--- config.mk ---
export PLATFORM = sky130hd
export DESIGN_NAME = dma_req_arbiter
export DESIGN_NICKNAME = d
export VERILOG_FILES = /design/src/rtl/dma_req_arbiter.sv
export SDC_FILE = /design/constraint.sdc
export NUM_CORES = 1
export LEC_CHECK = 0
export CAP_MARGIN = 30
export CORE_AREA = 2 2 307 309
export DETAILED_ROUTE_END_ITERATION = 7
export DIE_AREA = 0 0 309 311
export DONT_BUFFER_PORTS = 1
export SLEW_MARGIN = 20
export SYNTH_ARGS = -nofsm -noshare
export SYNTH_HDL_FRONTEND = slang
export SYNTH_SLANG_ARGS = --single-unit
--- constraint.sdc ---
create_clock -name dma_clk -period 2.2 [get_ports dma_clk]
set_input_delay 0.44 -clock dma_clk [delete_from_list [all_inputs] [get_ports dma_clk]]
set_output_delay 0.44 -clock dma_clk [all_outputs]
set_load 0.02 [all_outputs]
--- src/rtl/dma_req_arbiter.sv ---
// dma_req_arbiter: packet-granular round-robin merge of the read, write and
// MSI-X request streams into the single AXI-Stream request channel that feeds
// the PCIe request converter. A winning packet keeps the grant until its
// tlast beat is taken. The output is one registered stage that still moves
// one beat per cycle while the downstream converter keeps tready high.
module dma_req_arbiter #(
  parameter int CNT_W        = 16,
  parameter int DMA_DATA_W   = 64,
  parameter int AXIS_TUSER_W = 108,
  parameter int DMA_KEEP_W   = 8
) (
  input  logic                    dma_clk,
  input  logic                    rst_n,
  // ch0: read requests
  input  logic                    rd_req_tvalid,
  input  logic                    rd_req_tlast,
  input  logic [DMA_DATA_W-1:0]   rd_req_tdata,
  input  logic [AXIS_TUSER_W-1:0] rd_req_tuser,
  input  logic [DMA_KEEP_W-1:0]   rd_req_tkeep,
  output logic                    rd_req_tready,
  // ch1: write requests with payload
  input  logic                    wr_req_tvalid,
  input  logic                    wr_req_tlast,
  input  logic [DMA_DATA_W-1:0]   wr_req_tdata,
  input  logic [AXIS_TUSER_W-1:0] wr_req_tuser,
  input  logic [DMA_KEEP_W-1:0]   wr_req_tkeep,
  output logic                    wr_req_tready,
  // ch2: MSI-X interrupt requests
  input  logic                    int_req_tvalid,
  input  logic                    int_req_tlast,
  input  logic [DMA_DATA_W-1:0]   int_req_tdata,
  input  logic [AXIS_TUSER_W-1:0] int_req_tuser,
  input  logic [DMA_KEEP_W-1:0]   int_req_tkeep,
  output logic                    int_req_tready,
  // merged request stream
  output logic                    axis_req_tvalid,
  output logic                    axis_req_tlast,
  output logic [DMA_DATA_W-1:0]   axis_req_tdata,
  output logic [AXIS_TUSER_W-1:0] axis_req_tuser,
  output logic [DMA_KEEP_W-1:0]   axis_req_tkeep,
  input  logic                    axis_req_tready,
  // forwarded-packet counters
  output logic [CNT_W-1:0]        rd_pkt_cnt,
  output logic [CNT_W-1:0]        wr_pkt_cnt,
  output logic [CNT_W-1:0]        int_pkt_cnt
);

  localparam int BEAT_W = DMA_DATA_W + AXIS_TUSER_W + DMA_KEEP_W + 1;

  typedef enum logic [0:0] {
    ST_IDLE   = 1'b0,
    ST_LOCKED = 1'b1
  } state_t;

  state_t            state_q, state_d;
  logic [1:0]        grant_q, grant_d;
  logic [1:0]        ptr_q, ptr_d;
  logic              full_q, full_d;
  logic [BEAT_W-1:0] beat_q, beat_d;
  logic [CNT_W-1:0]  rd_cnt_q, rd_cnt_d;
  logic [CNT_W-1:0]  wr_cnt_q, wr_cnt_d;
  logic [CNT_W-1:0]  int_cnt_q, int_cnt_d;

  logic [2:0]        in_valid;
  logic [2:0]        in_last;
  logic [2:0]        in_ready;
  logic [2:0]        in_acc;
  logic [2:0]        blocked;
  logic [2:0]        lock_sel;
  logic [BEAT_W-1:0] in_beat [3];
  logic              stage_ready;
  logic              acc_any;
  logic              acc_last;
  logic [1:0]        acc_ch;

  assign in_valid   = {int_req_tvalid, wr_req_tvalid, rd_req_tvalid};
  assign in_last    = {int_req_tlast, wr_req_tlast, rd_req_tlast};
  assign in_beat[0] = {rd_req_tdata, rd_req_tuser, rd_req_tkeep, rd_req_tlast};
  assign in_beat[1] = {wr_req_tdata, wr_req_tuser, wr_req_tkeep, wr_req_tlast};
  assign in_beat[2] = {int_req_tdata, int_req_tuser, int_req_tkeep, int_req_tlast};

  // The output register can take a beat when empty or when it drains this cycle.
  assign stage_ready = !full_q || axis_req_tready;

  assign rd_req_tready  = in_ready[0];
  assign wr_req_tready  = in_ready[1];
  assign int_req_tready = in_ready[2];

  // At most one channel can be ready with valid high, so the OR is a clean select.
  assign in_acc   = in_valid & in_ready;
  assign acc_any  = |in_acc;
  assign acc_last = |(in_acc & in_last);

  assign {axis_req_tdata, axis_req_tuser, axis_req_tkeep, axis_req_tlast} = beat_q;
  assign axis_req_tvalid = full_q;
  assign rd_pkt_cnt      = rd_cnt_q;
  assign wr_pkt_cnt      = wr_cnt_q;
  assign int_pkt_cnt     = int_cnt_q;

  // Arbitration state register
  always_ff @(posedge dma_clk or negedge rst_n) begin
    if (!rst_n) begin
      state_q <= ST_IDLE;
      grant_q <= 2'd0;
      ptr_q   <= 2'd2;
    end else begin
      state_q <= state_d;
      grant_q <= grant_d;
      ptr_q   <= ptr_d;
    end
  end

  // Next state: lock onto a multi-beat winner, release on its accepted tlast
  always_comb begin
    state_d = state_q;
    grant_d = grant_q;
    ptr_d   = ptr_q;
    case (state_q)
      ST_IDLE: begin
        if (acc_any) begin
          ptr_d = acc_ch;
          if (!acc_last) begin
            state_d = ST_LOCKED;
            grant_d = acc_ch;
          end
        end
      end
      ST_LOCKED: begin
        if (acc_any && acc_last) begin
          state_d = ST_IDLE;
        end
      end
      default: state_d = ST_IDLE;
    endcase
  end

  // Ready outputs: a channel is ready only if no channel ahead of it in the
  // rotation is valid, so its tready never looks at its own tvalid
  always_comb begin
    blocked  = 3'b000;
    lock_sel = 3'b000;
    in_ready = 3'b000;
    case (ptr_q)
      2'd0:    blocked = {in_valid[1], 1'b0, in_valid[1] | in_valid[2]};
      2'd1:    blocked = {1'b0, in_valid[2] | in_valid[0], in_valid[2]};
      default: blocked = {in_valid[0] | in_valid[1], in_valid[0], 1'b0};
    endcase
    for (int i = 0; i < 3; i++) begin
      lock_sel[i] = (grant_q == 2'(i));
    end
    if (state_q == ST_LOCKED) begin
      in_ready = lock_sel & {3{stage_ready}};
    end else begin
      in_ready = ~blocked & {3{stage_ready}};
    end
    if (!rst_n) begin
      in_ready = 3'b000;
    end
  end

  // Encode the accepted channel for the grant/pointer update and the data mux
  always_comb begin
    acc_ch = 2'd0;
    if (in_acc[1]) acc_ch = 2'd1;
    if (in_acc[2]) acc_ch = 2'd2;
  end

  // Output stage: load on input acceptance, clear only on a drain with no load
  always_comb begin
    beat_d = beat_q;
    full_d = full_q && !axis_req_tready;
    if (acc_any) begin
      full_d = 1'b1;
      case (acc_ch)
        2'd1:    beat_d = in_beat[1];
        2'd2:    beat_d = in_beat[2];
        default: beat_d = in_beat[0];
      endcase
    end
  end

  // Output register; cleared on reset so nothing stale is presented afterwards
  always_ff @(posedge dma_clk or negedge rst_n) begin
    if (!rst_n) begin
      full_q <= 1'b0;
      beat_q <= '0;
    end else begin
      full_q <= full_d;
      beat_q <= beat_d;
    end
  end

  // Per-channel packet counters bump on each accepted tlast beat and wrap freely
  always_comb begin
    rd_cnt_d  = rd_cnt_q;
    wr_cnt_d  = wr_cnt_q;
    int_cnt_d = int_cnt_q;
    if (in_acc[0] && in_last[0]) rd_cnt_d  = rd_cnt_q + 1'b1;
    if (in_acc[1] && in_last[1]) wr_cnt_d  = wr_cnt_q + 1'b1;
    if (in_acc[2] && in_last[2]) int_cnt_d = int_cnt_q + 1'b1;
  end

  // Counter registers
  always_ff @(posedge dma_clk or negedge rst_n) begin
    if (!rst_n) begin
      rd_cnt_q  <= '0;
      wr_cnt_q  <= '0;
      int_cnt_q <= '0;
    end else begin
      rd_cnt_q  <= rd_cnt_d;
      wr_cnt_q  <= wr_cnt_d;
      int_cnt_q <= int_cnt_d;
    end
  end

endmodule
# Yosys cells after proc, flatten, opt, wreduce, memory -nomap -nowiden
# Cells that the tools add are included.
classes:
  addsub: 3
  eq_ne: 5
  muxes: 11
  bitwise: 10
  n_reduce_logical: 14
ops:
  columns: ["cell", "n"]
  rows:
  - ["one-hot mux 181 bit (2 select lines)", 1]
  - ["adder 16 x 1 -> 16 bit (second input constant)", 3]
  - ["bitwise AND 3 bit", 4]
  - ["== test 2 x 1 -> 1 bit (second input constant)", 3]
  - ["2-to-1 mux 3 bit", 2]
  - ["one-hot mux 3 bit (2 select lines)", 1]
  - ["OR reduction 3 bit", 2]
  - ["logical AND 1 bit", 5]
  - ["2-to-1 mux 1 bit", 5]
  - ["== test 2 bit (second input constant)", 2]
  - ["zero test 2 bit", 2]
  - ["NOT 3 bit", 1]
  - ["bitwise OR 1 bit", 3]
  - ["AND reduction 3 bit", 1]
  - ["zero test 1 bit", 2]
  - ["2-to-1 mux 2 bit", 1]
  - ["NOT 1 bit", 2]
  - ["one-hot mux 1 bit (2 select lines)", 1]
  - ["AND reduction 2 bit", 1]
  - ["logical OR 1 bit", 1]
totals:
  reg_bits: 235
  in_bits: 549
  output_inout_bits: 233
  wordCells: 51

# Depth between registers and ports, before layout
depth:
  ltp_word: 12
  depth_mapped: 9
  depth_no_buf: 5

# Worst setup path before layout
# Ideal clock, no wire load.
synth_path:
  path_type: "register -> register"
  start: "reg full_q (netlist: axis_req_tvalid)"
  end: "reg beat_q[119]"
  setup_time_ns: 0.130
  t_arrival_ns: 1.665
  required_time_ns: 2.070
  slack_ns: 0.404
  path_stages_with_launch: 9
  n_path_buf: 3
  period_less_slack_ns: 1.796
  cell_sequence: "dfrtp_1 -> nor2b_1 -> a211oi_2 -> and2_1 -> buf_4 -> buf_6 -> buf_2 -> a22oi_1 -> o21ai_0"
synth_via:
  elab_chain_len: 10
synth_lines:
  columns: ["element", "line", "rtl"]
  rows:
  - ["start: declaration", "58", "logic full_q, full_d;"]
  - ["start signal: assignment", "188", "full_q <= full_d;"]
  - ["zero test 1 bit *", "83", "assign stage_ready = !full_q || axis_req_tready;"]
  - ["logical OR 1 bit *", "83", null]
  - ["bitwise AND 3 bit (on tied branches)", "154, 152", null]
  - ["2-to-1 mux 3 bit *", "151", "if (state_q == ST_LOCKED) begin"]
  - ["2-to-1 mux 3 bit *", "156", "if (!rst_n) begin"]
  - ["bitwise AND 3 bit *", "90", "assign in_acc = in_valid & in_ready;"]
  - ["2-to-1 mux 1 bit", "164", "if (in_acc[1]) acc_ch = 2'd1;"]
  - ["2-to-1 mux 2 bit", "165", "if (in_acc[2]) acc_ch = 2'd2;"]
  - ["== test 2 bit / == test 2 x 1 -> 1 bit (equally long branches)", "174", "case (acc_ch)"]
  - ["one-hot mux 181 bit (2 select lines)", "174", null]
  - ["end signal: assignment", "189", "beat_q <= beat_d;"]
  - ["end: declaration", "59", "logic [BEAT_W-1:0] beat_q, beat_d;"]
# Every way passes the cells marked *; elsewhere a longest branch is shown, timed or not.
# A chain may end at the register's enable or synchronous reset.

# Worst setup path in the final report
layout_path:
  start: "reg ptr_q[1]"
  end: "out wr_req_tready"
layout_via:
  elab_chain_len: 6
layout_lines:
  columns: ["element", "line", "rtl"]
  rows:
  - ["start: declaration", "57", "logic [1:0] ptr_q, ptr_d;"]
  - ["start signal: assignment", "109", "ptr_q <= ptr_d;"]
  - ["== test 2 x 1 -> 1 bit / zero test 2 bit (equally long branches)", "143", "case (ptr_q)"]
  - ["one-hot mux 3 bit (2 select lines) *", "143", null]
  - ["NOT 3 bit *", "154", "in_ready = ~blocked & {3{stage_ready}};"]
  - ["bitwise AND 3 bit *", "154", null]
  - ["2-to-1 mux 3 bit *", "151", null]
  - ["2-to-1 mux 3 bit *", "156", null]
  - ["end: declaration", "27", "output logic wr_req_tready,"]
# Marked as above.

==> impl_metrics.csv <==
group,metric,value,unit
timing,worst-slew-pin-transition,1.42,ns
timing,relSlewSlack,5.49,%
place,dpl.cell_count,2306,
die,rows,112,
critical_path,worstPathArrival,1.75,ns
cells_and_area,final_common_cell,"dlygate4sd3_1",
critical_path,crit_chain,"nor2b_1 -> o221ai_2 -> buf_4 -> and2_4",
critical_path,r2r-end,"beat_q[150]",
min_path,min_path_type,"input port to async pin",
synth,ys_warn_count,0,
routing,wire_per_inst,24.1,µm
power_and_ir_drop,switching_power,9.53,mW
timing,post-route-period-util,99.6,%
routing,m1WireLength,26700,µm
global_routing,grt_pass1_vias,11700,
synth,syn_inst,1053,
die,num_io_pins,782,
global_routing,track_usage,12.9,%
cells_and_area,drive_gt1_share,10.7,%
cells_and_area,finish.utilization,19.6,%
place,dp_hpwl,50800,µm
synth,synthSimpleGateAreaFrac,5.34,%
critical_path,rrSetupSlack,0.08,ns
synth,ys_async_sr_fraction,100,%
critical_path,crit_slowest_cell,"dfstp_2",
timing,whs,-0.463,ns
timing,period_minus_slack,2.19,ns
global_routing,grt-ovfl-total,0,
power_and_ir_drop,p_comb_share,31.2,%
power_and_ir_drop,pwr-share-seq,47.4,%
run,maxCapViolCount,0,
timing,finalSetupViolCount,0,
routing,drc,0,
power_and_ir_drop,switching_share,44.6,%
critical_path,critPathMaxStageDelay,0.58,ns
synth,muxShareOfSynthArea,15.5,%
synth,synthAdderAreaFrac,0.318,%
clocking,root_buffer,"clkbuf_16",
die,die_y,311,µm
synth,synth_compound_area_share,20.6,%
power_and_ir_drop,internal_power,11.8,mW
timing,clock.fmax,457,MHz
routing,wl,66100,µm
critical_path,start_kind,"flop",
routing,drt_first_iter_violations,1003,
synth,seq_area_frac_synth,49.9,%
clocking,cts-hold-fix-buffers,357,
clocking,clock-sinks,235,
critical_path,crit_type,"flop to output port",
clocking,tritoncts,"yes",
routing,route.met3.wl,6200,µm
cells_and_area,fin_area,18200,µm²
critical_path,critPathBufInv,1,
clocking,h-tree-depth,1,
global_routing,grt_max_degree,242,
critical_path,r2r-start,"ptr_q[1]",
place,pre_cts_slack,0.0348,ns
cells_and_area,final_cell_mix,"357 x dlygate4sd3_1, 233 x dfrtp_1, 180 x a22oi_1",
power_and_ir_drop,p_leak,8.00,nW
clocking,clock_latency,0.60,ns
synth,synth_top_area_share,49.7,%
die,die_area,96100,µm²
synth,synth_top_flop_cell,"dfrtp_1",
clocking,clockBufferDepth,3,
cells_and_area,fin_cells,2742,
routing,first_pass_iters,6,
timing,setup_slack,0.00943,ns
outcome,status,"complete, but fails checks",
synth,netlist_top_cells_area,"dfrtp_1 50%, mux2i_1 15%, a22oi_1 11%, o21ai_1 4.7%, o21ai_0 3.1%",
routing,routed.top_layer,"met5",
critical_path,path_max_fanout,6,
routing,route.met2.wl,30000,µm
place,placed_area,13600,µm²
critical_path,end_kind,"output port",
clocking,path_clk_slew,0.06,ns
place,portBuffers,0,
critical_path,crit_required,1.76,ns
synth,syn_area,11800,µm²
timing,finalMaxSlewViolations,0,
global_routing,grt_pass1_wl,89800,µm
clocking,cts-buffers-inserted,29,
synth,syn-num-nets,1605,
synth,synth_top_area_cell,"dfrtp_1",
die,coreArea,92800,µm²
synth,synth_seq_cells,235,
die,start_util,12.7,%
place,gp_congestion,0.874,
synth,yosys.area_share.xor_xnor,3.34,%
synth,synth.avg_cell_area,11.2,µm²
routing,postRouteAntennaNets,0,
critical_path,crit_family,"flip-flops",
synth,yosysUniqueCellTypes,49,
routing,vias_per_cell,4.19,
outcome,violations,"negative hold slack",
power_and_ir_drop,clkPwrFrac,21.5,%
critical_path,r2r_cells,7,
timing,hold_violations,235,
global_routing,antenna_found_initial,40,
timing,skew,0.0168,ns
timing,grt_setup_unrepaired,"yes",
synth,synth_edf_count,0,
routing,vias,11500,
power_and_ir_drop,irDropWorstVdd,627,µV
cells_and_area,syn2layout_area_growth,54.6,%
power_and_ir_drop,p_per_area,1170,nW/µm²
die,fp.dieW,309,µm
cells_and_area,n_fill_cell,10100,
synth,synth_top_family_by_area,"compound AO/OA/AOI/OAI gates",
cells_and_area,nNetsFinal,1997,
stage by stage:
stage	TNS (ns)	power (mW)
6_report	0	21.4
5_1_grt	-0.111	22.4
4_1_cts	-0.0346	21.2
3_5_place_dp	0	15.8
3_3_place_gp	0	15.7
2_1_floorplan	0	13.6
sequential cells by signal (all words and copies together) (netlist names), named ones only:
name	count
axis_req_tvalid	1
beat_q	181
grant_q	2
int_pkt_cnt	16
ptr_q	2
rd_pkt_cnt	16
wr_pkt_cnt	16
cell type report:
cell class	count	area [µm²]	share of cell area, %
Sequential cell	235	5880	32.3
Multi-Input combinational cell	727	5390	29.6
Timing Repair Buffer	446	4430	24.3
Tap cell	1254	1570	8.61
Clock buffer	42	815	4.47
Clock inverter	11	67.6	0.371
Antenna cell	21	52.6	0.288
Inverter	6	22.5	0.124
cell usage after synthesis (3+ instances only):
cell type and n:
buf_6 20, clkbuf_1 10, and3_1 11, o21ai_0 73, mux2i_1 179, and2_1 6
nand2b_1 4, nor2_1 21, nand4_1 11, o21ai_1 110, a22oi_1 180, buf_2 30
nand3_1 24, xor2_1 24, and4_1 4, ha_1 3, clkbuf_2 8, nor3_1 8
inv_1 5, xnor2_1 21, buf_4 15, dfrtp_1 234, nor2b_1 3, nand2_1 17
mux2_2 3
timing repair:
item / 4_1_cts / 5_1_grt
pin swaps: 4 / 0
endpoints found under the setup margin: 3 / 12
resized for setup: 12 / 3
setup buffers: 4 / 1
hold endpoints to repair: 405 / 235
power groups by stage:
stage                     Combinational (mW)  Clock [mW]  Sequential (mW)
after floorplan                         4.23           0             9.36
after global placement                  5.60           0             10.1
after detailed placement                5.81           0             10.0
after CTS                               6.49        4.69             10.0
after global routing                    7.27        4.88             10.3
final                                   6.66        4.59             10.1
how the worst max path moves through the flow:
stage	slack (ns)	from	depth (start not counted)	endpoint
floorplan	0.40	axis_req_tvalid	8	beat_q[119]
global placement	0.06	wr_req_tvalid	5	rd_pkt_cnt[1]
detailed placement	0.03	wr_req_tvalid	5	rd_pkt_cnt[1]
CTS	-0.03	ptr_q[1]	4	wr_req_tready
global route	-0.09	ptr_q[1]	4	wr_req_tready
finish	0.009	ptr_q[1]	4	wr_req_tready
layer usage:
| metal | track usage (%) | vias up |
|---|---|---|
| met4 | 5.68 | 18 |
| met1 | 15.8 | 5639 |
| met5 | 0.354 | - |
| li1 | - | 4774 |
| met3 | 3.74 | 187 |
| met2 | 20.8 | 864 |
logic make-up after synthesis:
family                     Yosys count
AOI/OAI and AO/OA                  381
xor gates and xnor gates            45
adders and majority gates            3
buffers and inverters               91
DFF                                235
muxes                              182
and+or+nand+nor                    116
Note: power is estimated with default switching activity, not from simulation.
